**src/rtl/regfile_writeback_arbiter.sv**
```systemverilog
// regfile_writeback_arbiter
// Round-robin arbiter that shares the single store port of the register array
// between the result producers. It drives that port from a registered
// writeback stage and keeps a busy scoreboard for the issue stage.
// Optional feature macro: WB_BYPASS_EN (forwarding of the value in the writeback stage).
//
// Handshake: a transfer from requester i happens on a rising edge where
// req_valid[i] & req_ready[i] is high. req_ready is the grant, which is one-hot
// or zero. The writeback stage never stalls, so the grant is not held back.
// A requester keeps req_valid and its payload stable until it sees the transfer.
`timescale 1ns/1ps
module regfile_writeback_arbiter #(
  parameter int NUM_REQ    = 3,
  parameter int XLEN       = 32,
  parameter int SELECT_LEN = 5
) (
  input  logic                          clk,
  input  logic                          reset,
  input  logic [NUM_REQ-1:0]            req_valid,
  output logic [NUM_REQ-1:0]            req_ready,
  input  logic [NUM_REQ*SELECT_LEN-1:0] req_rd,
  input  logic [NUM_REQ*XLEN-1:0]       req_data,
  input  logic                          mark_valid,
  input  logic [SELECT_LEN-1:0]         mark_rd,
  input  logic                          flush,
  input  logic [SELECT_LEN-1:0]         query_a,
  input  logic [SELECT_LEN-1:0]         query_b,
  output logic                          busy_a,
  output logic                          busy_b,
`ifdef WB_BYPASS_EN
  output logic                          fwd_a_valid,
  output logic                          fwd_b_valid,
  output logic [XLEN-1:0]               fwd_a_data,
  output logic [XLEN-1:0]               fwd_b_data,
`endif
  output logic                          rf_we,
  output logic [SELECT_LEN-1:0]         rf_store,
  output logic [XLEN-1:0]               rf_store_value,
  output logic [31:0]                   busy_vec
);

  localparam int PTR_W = (NUM_REQ > 1) ? $clog2(NUM_REQ) : 1;

  logic [PTR_W-1:0]      ptr;
  logic [PTR_W-1:0]      grant_idx;
  logic [NUM_REQ-1:0]    grant;
  logic                  found;
  logic [SELECT_LEN-1:0] sel_rd;
  logic [XLEN-1:0]       sel_data;
  logic [31:0]           sb;
  logic [31:0]           sb_next;

  // Grant search: the first valid requester starting at the pointer, wrapping around.
  always_comb begin
    int idx;
    idx       = 0;
    grant     = '0;
    found     = 1'b0;
    grant_idx = '0;
    sel_rd    = '0;
    sel_data  = '0;
    for (int k = 0; k < NUM_REQ; k++) begin
      idx = (int'(ptr) + k) % NUM_REQ;
      if (!found && req_valid[idx]) begin
        found      = 1'b1;
        grant[idx] = 1'b1;
        grant_idx  = PTR_W'(idx);
        sel_rd     = req_rd[idx*SELECT_LEN +: SELECT_LEN];
        sel_data   = req_data[idx*XLEN +: XLEN];
      end
    end
  end

  assign req_ready = grant;

  // Pointer update and writeback stage. An accepted rd=0 result updates the
  // store fields but never raises the strobe.
  always_ff @(posedge clk or posedge reset) begin
    if (reset) begin
      ptr            <= '0;
      rf_we          <= 1'b0;
      rf_store       <= '0;
      rf_store_value <= '0;
    end else begin
      rf_we <= found && (sel_rd != '0);
      if (found) begin
        ptr            <= (grant_idx == PTR_W'(NUM_REQ - 1)) ? '0 : grant_idx + 1'b1;
        rf_store       <= sel_rd;
        rf_store_value <= sel_data;
      end
    end
  end

  // Scoreboard next state. A mark overrides both the flush and the writeback
  // clear, because a new producer now owns the register. Bit 0 stays zero.
  always_comb begin
    sb_next = sb;
    if (flush) begin
      sb_next = '0;
    end else if (rf_we) begin
      sb_next[rf_store] = 1'b0;
    end
    if (mark_valid && (mark_rd != '0)) begin
      sb_next[mark_rd] = 1'b1;
    end
    sb_next[0] = 1'b0;
  end

  // Scoreboard register.
  always_ff @(posedge clk or posedge reset) begin
    if (reset) begin
      sb <= '0;
    end else begin
      sb <= sb_next;
    end
  end

  assign busy_vec = sb;

`ifdef WB_BYPASS_EN
  logic hit_a;
  logic hit_b;

  // The value in the writeback stage answers a matching query directly.
  always_comb begin
    hit_a       = rf_we && (rf_store == query_a) && (query_a != '0);
    hit_b       = rf_we && (rf_store == query_b) && (query_b != '0);
    busy_a      = sb[query_a] && !hit_a;
    busy_b      = sb[query_b] && !hit_b;
    fwd_a_valid = hit_a;
    fwd_b_valid = hit_b;
    fwd_a_data  = hit_a ? rf_store_value : '0;
    fwd_b_data  = hit_b ? rf_store_value : '0;
  end
`else
  // Without forwarding, a register stays busy until the array holds its value.
  always_comb begin
    busy_a = sb[query_a];
    busy_b = sb[query_b];
  end
`endif

endmodule

```
**config.mk**
```make
export PLATFORM = sky130hd
export DESIGN_NAME = regfile_writeback_arbiter
export DESIGN_NICKNAME = d
export VERILOG_FILES = /design/src/rtl/regfile_writeback_arbiter.sv
export SDC_FILE = /design/constraint.sdc
export NUM_CORES = 1
export LEC_CHECK = 0
export ABC_CLOCK_PERIOD_IN_PS = 3440
export BUFFER_PORTS_ARGS = -buffer_cell sky130_fd_sc_hd__buf_2
export CELL_PAD_IN_SITES_DETAIL_PLACEMENT = 0
export CELL_PAD_IN_SITES_GLOBAL_PLACEMENT = 1
export CORE_MARGIN = 2
export CORE_UTILIZATION = 39
export DETAILED_ROUTE_END_ITERATION = 8
export PLACE_DENSITY = 0.91
export SKIP_LAST_GASP = 1
export SLEW_MARGIN = 0
export SYNTH_ARGS = -nofsm -noshare
export SYNTH_HDL_FRONTEND = slang
export SYNTH_SLANG_ARGS = --single-unit
```
**constraint.sdc**
```tcl
create_clock -name clk -period 3.44 [get_ports clk]
set_input_delay 0.344 -clock clk [delete_from_list [all_inputs] [get_ports clk]]
set_output_delay 0.344 -clock clk [all_outputs]
set_load 0.005 [all_outputs]
```
==> results.json <==
{
  "status": "completed",
  "cp_slowest_cell": "buf_4",
  "max_cap_violations": 0,
  "synth.top_cell.area_share_pct": 25.3,
  "htree_levels": 3,
  "synth-edff-count": 0,
  "p_per_area_mw_per_mm2": 963,
  "clock-root-buffer": "clkbuf_16",
  "yosysWarningCount": 0,
  "syn_inst": 852,
  "skew_ns": 0.00478,
  "ys_seq_area_share_pct": 25.3,
  "max_freq_mhz": 315,
  "io_buffers": 206,
  "cts_tree": "yes",
  "required_ns": 3.65,
  "syn2layout_area_growth_pct": 22.5,
  "synth-seq-cells": 71,
  "finalSetupTns_ns": 0,
  "r2r_start": "ptr[1]",
  "maxSlewHeadroom_pct": 27.9,
  "insertion_delay_ns": 0.34,
  "stdcell_count": 1258,
  "grt_max_degree": 59,
  "cts_sinks": 71,
  "clockBufferDepth": 2,
  "antenna_left": 0,
  "endpoint": "rf_we",
  "worstMarginPinSlew_ns": 1.08,
  "crit_family": "buffers and inverters",
  "yosys.cell_count.top_type": "o21ai_0",
  "synth-xor-area-share_pct": 0.498,
  "worstRegToRegCells": 9,
  "drc": 0,
  "antenna_found_initial": 0,
  "grt_usage_pct": 23.9,
  "synth_area_mm2": 0.00703,
  "grt_overflow": 0,
  "p_leak_uw": 0.00392,
  "synth_mux_area_share_pct": 24.2,
  "fin_crit_sh_pct": 92.3,
  "layout_min_cycle_time_ns": 3.18,
  "fin_ws_ns": 0.263,
  "cts_buffers": 9,
  "avgSynthCellArea_um2": 8.25,
  "synth_top_family_by_area": "multiplexers",
  "finalSetupViolations": 0,
  "r2r_slack_ns": 0.26,
  "gp_congestion": 0.881,
  "hp-class": "primary input to asynchronous set/reset pin",
  "dpl.hpwl_mm": 16.7,
  "worstPathArrival_ns": 3.39,
  "rsz0062_at_grt": "false",
  "synth_top_area_cell": "dfrtp_1",
  "finalHoldViolCount": 0,
  "crit_chain": "inv_1, ha_4, buf_4, mux2_2, a32o_1, o2111ai_1, o311ai_4, nor2_1, nand4b_1",
  "totalWireLength_mm": 23.2,
  "ys_top_cells_by_count": "o21ai_0 (138), nand2_1 (137), mux2i_1 (118)",
  "reg2reg_to": "rf_we",
  "vias": 7326,
  "initial_core_util_pct": 39.4,
  "cts.clk_slew.worst_paths_ns": 0.06,
  "synthFlopType": "dfrtp_1",
  "drtPass1Iterations": 5,
  "dieArea_mm2": 0.0191,
  "critPathKind": "flop to flop",
  "startpoint": "ptr[1]",
  "insertedDiodeCount": 0,
  "syn_nets": 998,
  "async_reset_ff_share_pct": 100,
  "num-nets-final": 1171,
  "ys_top_cells_by_area": "dfrtp_1 (25%), mux2i_1 (17%), o21ai_0 (9.8%)",
  "top_level_ports": 208,
  "cpPeakStageDelay_ns": 0.61,
  "final_layout_size_suffix_gt1_share_pct": 30.0,
  "cp.buffers_inverters": 2,
  "post-cts-setup-buffers": 0,
  "first_iter_violations": 667,
  "finalMaxSlewViolations": 0,
  "endpoint_kind": "flop",
  "synth_cell_types": 55,
  "crit_cells": 9,
  "wl_per_cell_um": 18.4,
  "rows": 49,
  "core_area_mm2": 0.0178,
  "die_h_um": 138,
  "post-place-ws_ns": 0.0469,
  "ir_drop_uv": 952,
  "yosys.area_share.simple_pct": 18.2,
  "routed_via_density": 5.82,
  "yosys.area_share.adder_pct": 2.53,
  "start_kind": "flop",
  "place_inst": 1243,
  "grt_pass1_wl_mm": 37.7,
  "critPathMaxFanout": 44,
  "synth_compound_area_share_pct": 23.9,
  "grt_pass1_vias": 7077,
  "die_x_um": 138
}
-- per-layer routing --
metal,part of all wire [%],global-route usage (%),up-vias
li1,-,-,3466
met3,7.2,4.85,34
met1,44,31.8,3539
met2,47,39.3,287
met5,0,0,-
met4,1.8,7.14,0
-- timing repair --
item,in CTS,in global routing
setup endpoints to repair,1,6
resized for setup,1,7
pin swaps,0,1
hold buffers,0,0
-- worst min-delay path by stage --
stage	startpoint	endpoint	depth (start not counted)
6_report	reset	rf_store_value[20]	2
5_1_grt	reset	busy_vec[14]	2
4_1_cts	reset	rf_store_value[20]	2
3_5_place_dp	rf_store_value[8]	rf_store_value[8]	2
3_3_place_gp	rf_store_value[20]	rf_store_value[20]	2
2_1_floorplan	rf_store_value[10]	rf_store_value[10]	2
-- final cells by class --
cell class,count,area (µm²)
Clock buffer,9,225
Clock inverter,6,86.3
Fill cell,1712,9230
Inverter,12,46.3
Multi-Input combinational cell,700,4970
Sequential cell,71,1780
Tap cell,229,287
Timing Repair Buffer,231,1220
-- registers in the layout, summed over array words and instances, names as in the netlist --
register and flops:
ptr 2, rf_we 1, rf_store 5, busy_vec 31
rf_store_value 32
-- cells in the final DEF (no fill, tap or decap), drive strengths merged, types with 8 or more instances in the layout --
cell type and n:
buf 231, o21ai 143, nand2 137, mux2i 119, dfrtp 71, nor2 57
a22oi 39, a21oi 33, nand3b 23, nor2b 20, mux4 19, a221oi 15
inv 11, ha 11, clkbuf 9, nand3 8
-- through the flow --
step	area [µm²]	hold WS [ns]	power, µW	utilization, %
finish	8610	0.228	8290	48.3
global placement	8250	0.487	7050	46.2
floorplan	7030	0.500	5650	-
global route	8610	0.317	9000	48.3
detailed placement	8250	0.498	7140	46.2
CTS	8570	0.269	8180	48.0
-- where the power goes --
group	leakage [µW]	internal (µW)	switching (µW)	total (µW)
logic	0.00285	2440	3500	5930
registers	0.000927	1100	247	1350
clock network	0.000151	630	381	1010
total	0.00392	4170	4120	8290
-- logic make-up (layout without fill, tap and decap cells) --
logic type                 after synthesis  count (layout)
adders and majority gates               13              13
xor gates and xnor gates                 4               4
muxes                                  145             145
DFF                                     71              71
AOI/OAI and AO/OA                      266             266
other                                    1               1
buffers and inverters                   81             258
and+or+nand+nor                        271             271
Note: power is estimated with default switching activity, not from simulation.
